<file path="config.mk">
export PLATFORM = sky130hd
export DESIGN_NAME = fifo_wr_arbiter_flat
export DESIGN_NICKNAME = d
export VERILOG_FILES = /design/src/rtl/fifo_wr_arbiter_if.sv /design/src/rtl/fifo_wr_arbiter.sv /design/src/flat_wrapper.sv
export SDC_FILE = /design/constraint.sdc
export NUM_CORES = 1
export LEC_CHECK = 0
export BUFFER_PORTS_ARGS = -buffer_cell sky130_fd_sc_hd__clkbuf_2
export CAP_MARGIN = 20
export CORE_MARGIN = 1.5
export CORE_UTILIZATION = 42
export CTS_CLUSTER_DIAMETER = 50
export DETAILED_ROUTE_END_ITERATION = 8
export PLACE_DENSITY = 0.76
export SLEW_MARGIN = 5
export SYNTH_ARGS = -nofsm -noshare
export SYNTH_HDL_FRONTEND = slang
export SYNTH_SLANG_ARGS = --single-unit
export TNS_END_PERCENT = 1
</file>
<file path="constraint.sdc">
create_clock -name clk -period 2 [get_ports clk]
set_input_delay 0.4 -clock clk [delete_from_list [all_inputs] [get_ports clk]]
set_output_delay 0.4 -clock clk [all_outputs]
set_load 0.02 [all_outputs]
</file>
<file path="src/rtl/fifo_wr_arbiter_if.sv">
// ---------------------------------------------------------------------------
// fifo_wr_arbiter_if
// Bundles the producer request bus and the FIFO write side of the
// round-robin FIFO write arbiter.
//
// Signals:
//   req_valid    [NUM_REQ]            per-producer word valid
//   req_data     [NUM_REQ*DATA_WIDTH] producer i data at [i*DATA_WIDTH +: DATA_WIDTH]
//   req_ready    [NUM_REQ]            per-producer accept
//   fifo_full                         FIFO full flag
//   fifo_wr_en                        FIFO write enable
//   fifo_data_in [DATA_WIDTH]         FIFO write data
//   grant_id     [$clog2(NUM_REQ)]    current owner (registered)
//   busy                              high while a grant is held
//   dbg_state                         FSM state (0 = IDLE, 1 = GRANT)
//
// Handshake: a word moves from producer i when req_valid[i] and
// req_ready[i] are both high at a rising clock edge. A producer must keep
// req_valid and its data stable while valid is high and ready is low;
// ready may rise or fall without regard to valid.
//
// Modports: master = producers + FIFO side, slave = arbiter.
// ---------------------------------------------------------------------------
interface fifo_wr_arbiter_if #(
    parameter int DATA_WIDTH = 8,
    parameter int NUM_REQ    = 4
);
    localparam int ID_W = $clog2(NUM_REQ);

    logic [NUM_REQ-1:0]            req_valid;
    logic [NUM_REQ*DATA_WIDTH-1:0] req_data;
    logic [NUM_REQ-1:0]            req_ready;
    logic                          fifo_full;
    logic                          fifo_wr_en;
    logic [DATA_WIDTH-1:0]         fifo_data_in;
    logic [ID_W-1:0]               grant_id;
    logic                          busy;
    logic                          dbg_state;

    modport master (
        output req_valid, req_data, fifo_full,
        input  req_ready, fifo_wr_en, fifo_data_in, grant_id, busy, dbg_state
    );

    modport slave (
        input  req_valid, req_data, fifo_full,
        output req_ready, fifo_wr_en, fifo_data_in, grant_id, busy, dbg_state
    );
endinterface

</file>
<file path="src/rtl/fifo_wr_arbiter.sv">
// ---------------------------------------------------------------------------
// fifo_wr_arbiter
// Round-robin arbiter sharing one FIFO write port among NUM_REQ producers.
// One producer owns the port at a time for at most BURST_LEN accepted words;
// ownership is released early when the owner drops valid. A full FIFO
// stalls the owner without releasing it.
//
// Ports:
//   clk    clock, all state updates on the rising edge
//   rst_n  synchronous reset, active low
//   bus    fifo_wr_arbiter_if.slave (request bus + FIFO write side)
// ---------------------------------------------------------------------------
module fifo_wr_arbiter #(
    parameter int DATA_WIDTH = 8,
    parameter int NUM_REQ    = 4,
    parameter int BURST_LEN  = 4
) (
    input  logic              clk,
    input  logic              rst_n,
    fifo_wr_arbiter_if.slave  bus
);
    localparam int ID_W  = $clog2(NUM_REQ);
    localparam int CNT_W = $clog2(BURST_LEN + 1);

    typedef enum logic {
        ST_IDLE  = 1'b0,
        ST_GRANT = 1'b1
    } state_t;

    state_t              r_state;
    logic [ID_W-1:0]     r_grant_id;
    logic [ID_W-1:0]     r_last_owner;
    logic [CNT_W-1:0]    r_beat_cnt;
    logic                r_busy;

    logic [ID_W-1:0]     w_base;
    logic [ID_W-1:0]     w_pick;
    logic                w_found;
    logic                w_any;
    logic                w_owner_valid;
    logic                w_wr_en;
    logic                w_last_beat;
    logic                w_release;
    logic [NUM_REQ-1:0]  w_ready;
    logic [DATA_WIDTH-1:0] w_data;

    // Round-robin search starts just after the base index and visits the
    // base itself last. In GRANT the base is the current owner, so a
    // re-arbitration on release already treats the owner as last_owner.
    always_comb begin
        w_base  = (r_state == ST_GRANT) ? r_grant_id : r_last_owner;
        w_pick  = w_base;
        w_found = 1'b0;
        for (int k = 1; k <= NUM_REQ; k++) begin
            if (!w_found && bus.req_valid[(int'(w_base) + k) % NUM_REQ]) begin
                w_pick  = ID_W'((int'(w_base) + k) % NUM_REQ);
                w_found = 1'b1;
            end
        end
    end

    always_comb begin
        w_any         = |bus.req_valid;
        w_owner_valid = bus.req_valid[r_grant_id];
        w_wr_en       = (r_state == ST_GRANT) && w_owner_valid && !bus.fifo_full;
        // Last beat of a burst: this accepted word brings the count to BURST_LEN.
        w_last_beat   = w_wr_en && (r_beat_cnt == CNT_W'(BURST_LEN - 1));
        // A full FIFO never releases; only a filled burst or a dropped valid does.
        w_release     = (r_state == ST_GRANT) && (w_last_beat || !w_owner_valid);

        w_ready = '0;
        w_data  = '0;
        if (r_state == ST_GRANT) begin
            if (!bus.fifo_full) begin
                w_ready[r_grant_id] = 1'b1;
            end
            w_data = bus.req_data[int'(r_grant_id)*DATA_WIDTH +: DATA_WIDTH];
        end
    end

    always_ff @(posedge clk) begin
        if (!rst_n) begin
            r_state      <= ST_IDLE;
            r_grant_id   <= '0;
            r_beat_cnt   <= '0;
            r_last_owner <= ID_W'(NUM_REQ - 1);
            r_busy       <= 1'b0;
        end else begin
            case (r_state)
                ST_IDLE: begin
                    if (w_any) begin
                        r_grant_id <= w_pick;
                        r_beat_cnt <= '0;
                        r_state    <= ST_GRANT;
                        r_busy     <= 1'b1;
                    end
                end
                ST_GRANT: begin
                    if (w_release) begin
                        r_last_owner <= r_grant_id;
                        r_beat_cnt   <= '0;
                        if (w_any) begin
                            // Hand over in the same edge: no idle bubble.
                            r_grant_id <= w_pick;
                        end else begin
                            r_state <= ST_IDLE;
                            r_busy  <= 1'b0;
                        end
                    end else if (w_wr_en) begin
                        r_beat_cnt <= r_beat_cnt + CNT_W'(1);
                    end
                end
                default: begin
                    r_state <= ST_IDLE;
                    r_busy  <= 1'b0;
                end
            endcase
        end
    end

    assign bus.req_ready    = w_ready;
    assign bus.fifo_wr_en   = w_wr_en;
    assign bus.fifo_data_in = w_data;
    assign bus.grant_id     = r_grant_id;
    assign bus.busy         = r_busy;
    assign bus.dbg_state    = (r_state == ST_GRANT);

endmodule

</file>
<file path="src/flat_wrapper.sv">
// flat-port wrapper written by rule: the top's interface ports become plain ports
module fifo_wr_arbiter_flat 
#(
    parameter int DATA_WIDTH = 8,
    parameter int NUM_REQ    = 4,
    parameter int BURST_LEN  = 4
)
  (clk, rst_n, bus_req_valid, bus_req_data, bus_fifo_full, bus_req_ready, bus_fifo_wr_en, bus_fifo_data_in, bus_grant_id, bus_busy, bus_dbg_state);
  fifo_wr_arbiter_if #(.DATA_WIDTH(DATA_WIDTH), .NUM_REQ(NUM_REQ)) bus_i ();
  input  logic clk;
  input  logic rst_n;
  input wire logic [$bits(bus_i.req_valid)-1:0] bus_req_valid;
  input wire logic [$bits(bus_i.req_data)-1:0] bus_req_data;
  input wire logic [$bits(bus_i.fifo_full)-1:0] bus_fifo_full;
  output wire logic [$bits(bus_i.req_ready)-1:0] bus_req_ready;
  output wire logic [$bits(bus_i.fifo_wr_en)-1:0] bus_fifo_wr_en;
  output wire logic [$bits(bus_i.fifo_data_in)-1:0] bus_fifo_data_in;
  output wire logic [$bits(bus_i.grant_id)-1:0] bus_grant_id;
  output wire logic [$bits(bus_i.busy)-1:0] bus_busy;
  output wire logic [$bits(bus_i.dbg_state)-1:0] bus_dbg_state;
  assign bus_i.req_valid = bus_req_valid;
  assign bus_i.req_data = bus_req_data;
  assign bus_i.fifo_full = bus_fifo_full;
  assign bus_req_ready = bus_i.req_ready;
  assign bus_fifo_wr_en = bus_i.fifo_wr_en;
  assign bus_fifo_data_in = bus_i.fifo_data_in;
  assign bus_grant_id = bus_i.grant_id;
  assign bus_busy = bus_i.busy;
  assign bus_dbg_state = bus_i.dbg_state;
  fifo_wr_arbiter #(.DATA_WIDTH(DATA_WIDTH), .NUM_REQ(NUM_REQ), .BURST_LEN(BURST_LEN)) u_core (.clk(clk), .rst_n(rst_n), .bus(bus_i));
endmodule
</file>
==> results.json <==
{
  "status": "complete, no violations",
  "diodes": 0,
  "cts_max_path_buffers": 2,
  "crit_chain": "buf_12 -> mux4_2 -> and2_1 -> buf_2",
  "synth_edf_count": 0,
  "cts_buffers": 3,
  "min_period_over_period": 0.995,
  "start_util": 0.454,
  "antenna_found_initial": 0,
  "die_w_microns": 49.5,
  "power_density_mw_per_mm2": 612,
  "fin_ws_ps": 10.8,
  "worst_pin_slew_ps": 486,
  "worstPathMaxFanout": 12,
  "wl_per_cell_microns": 13.5,
  "cap_violations": 0,
  "reg2reg_from": "u_core.bus.grant_id[0]$_SDFFE_PN0P_",
  "io_pins": 56,
  "power_leakage_nw": 0.583,
  "synthToLayoutAreaGrowth_pct": 39.7,
  "fin_hold_ws_ps": 402,
  "critical_path_arrival_ps": 1590,
  "cts_hold_buffers": 0,
  "busiest_layer": "met2",
  "synthTopCellsByCount": "and2_1 (10), dfxtp_1 (9), mux4_2 (9), nand2_1 (6)",
  "end_kind": "output pin",
  "finalClockSkew_ps": 6.27,
  "seq_area_frac_synth": 0.198,
  "vias": 981,
  "gr-usage-met2": 0.367,
  "fin_area_sq_mm": 0.00127,
  "use_met3": 0.0879,
  "syn_area_sq_um": 908,
  "finalMaxSlewViolations": 0,
  "required_ps": 1600,
  "min_path_type": "input pin to flip-flop",
  "synth_top_cell_by_area": "mux4_2",
  "place.port_buffers": 55,
  "fmax_ghz": 0.503,
  "ys_warn_count": 0,
  "routabilityCongestion": 0.830,
  "dp.cells": 173,
  "synth_area_per_cell_sq_um": 9.66,
  "final_cell_count_no_fill": 177,
  "core-area_sq_mm": 0.00200,
  "firstDrtPassIters": 4,
  "first_global_vias": 923,
  "irDropWorstVdd_v": 0.000545,
  "grt_first_pass_wirelength_microns": 3870,
  "hold_violations": 0,
  "num_rows": 16,
  "drive_above_1_share": 0.533,
  "rsz0062_at_grt": "yes",
  "async_flop_share": 0,
  "gr-total-overflow": 0,
  "yosys-top-cells-area": "mux4_2 (22%), dfxtp_1 (20%), and2_1 (6.9%)",
  "grt_util_met1": 0.206,
  "synth_nets": 135,
  "relSlewSlack": 0.673,
  "synthDominantCellAreaShare": 0.223,
  "place_ws_ps": 127,
  "die-area_sq_mm": 0.00245,
  "dpl_cell_area_sq_mm": 0.00124,
  "drc": 0,
  "ys_types": 35,
  "critical_path_class": "flip-flop to output pin",
  "cts_tree": "yes",
  "fin_tns_setup_ps": 0,
  "setup_viol": 0,
  "cts.clk_slew.worst_paths_ps": 60,
  "grt_start_max_net_pins": 20,
  "crit_slowest_cell": "mux4_2",
  "fin_util": 0.634,
  "synthMostInstantiatedCell": "and2_1",
  "grt.total_usage": 0.201,
  "cpPeakStageDelay_ps": 500,
  "cts_max_level": 1,
  "die_y_microns": 49.5,
  "r2r_slack_ps": 310,
  "hold_start": "rst_n",
  "cts.sinks": 9,
  "ys_ff_latch": 9,
  "place_hpwl_microns": 1910,
  "viasPerCell": 5.54,
  "routed_wl_microns": 2390,
  "drt_iter0_markers": 8,
  "startpoint": "u_core.bus.grant_id[0]$_SDFFE_PN0P_",
  "synth_top_flop_cell": "dfxtp_1",
  "root_buffer": "clkbuf_4",
  "synth_cells": 94,
  "cp-start-kind": "flip-flop",
  "clk-insertion-delay-late_ps": 270,
  "finalPower_mw": 0.776,
  "finalNetCount": 192,
  "ant_nets": 0,
  "fin_crit_ps": 1990
}
==> per-layer routing <==
metal	wire length, microns	vias to the layer above	part of all wire
met3	283	2	0.12
li1	-	473	-
met4	14	0	0.0059
met5	0	-	0
met2	1180	50	0.50
met1	906	456	0.38
==> worst paths after layout <==
check	end	cells past startpoint
hold reg to reg	u_core.r_beat_cnt[1]$_SDFFE_PN0P_	2
hold / removal	u_core.r_last_owner[1]$_SDFFE_PN1P_	2
setup reg to reg	u_core.r_beat_cnt[1]$_SDFFE_PN0P_	4
setup / recovery	bus_fifo_data_in[7]	4
==> registers in the layout, summed over array words and instances (netlist names) <==
name,cells
u_core.r_beat_cnt,3
u_core.bus.grant_id,2
u_core.r_last_owner,2
u_core.bus.busy,1
u_core.bus.dbg_state,1
==> power by group <==
part	leakage [nW]	internal [mW]	switching, mW
Clock	0.0150	0.0770	0.0671
Combinational	0.493	0.215	0.189
Sequential	0.0752	0.199	0.0292
Total	0.583	0.492	0.285
==> worst max-delay path, delay by kind of cell (launching register included) <==
family                 cells  cell delay, ps
muxes                      1             500
DFF                        1             370
buffers and inverters      2             300
and+or+nand+nor            1             160
==> what timing repair did <==
item / 4_1_cts / 5_1_grt
endpoints found under the setup margin: 9 / 12
resized for setup: 3 / 8
buffers inserted: 0 / 0
pin swaps: 0 / 0
gates cloned: 0 / 0
==> cell families (layout without fill, tap and decap cells) <==
logic type | after synthesis | count (layout) | share of synthesized area
AOI/OAI and AO/OA | 19 | 19 | 0.158
muxes | 16 | 16 | 0.303
buffers and inverters | 12 | 68 | 0.0620
and+or+nand+nor | 34 | 34 | 0.231
adders and majority gates | 2 | 2 | 0.0275
DFF | 9 | 9 | 0.198
xor gates and xnor gates | 2 | 2 | 0.0193
==> cells in the final DEF (no fill, tap or decap), types with 2 or more instances in the layout <==
master,count
o21a_1,4
mux4_2,9
or3_1,5
a21boi_1,4
inv_1,3
nand2_1,6
and2_1,10
buf_2,7
nor3_1,2
clkbuf_2,48
xor2_1,2
mux2_2,2
mux2i_1,5
ha_1,2
dfxtp_2,2
dfxtp_1,6
clkbuf_4,3
a21oi_1,3
buf_4,5
==> area by class of cell <==
type	instances	area, sq um
multi-input combinational	73	678
clock buffer	4	26.3
timing repair buffer	61	333
inverter	3	11.3
fill	173	733
tap	27	33.8
sequential	9	186
No activity file was read; power rests on OpenSTA's default activity.
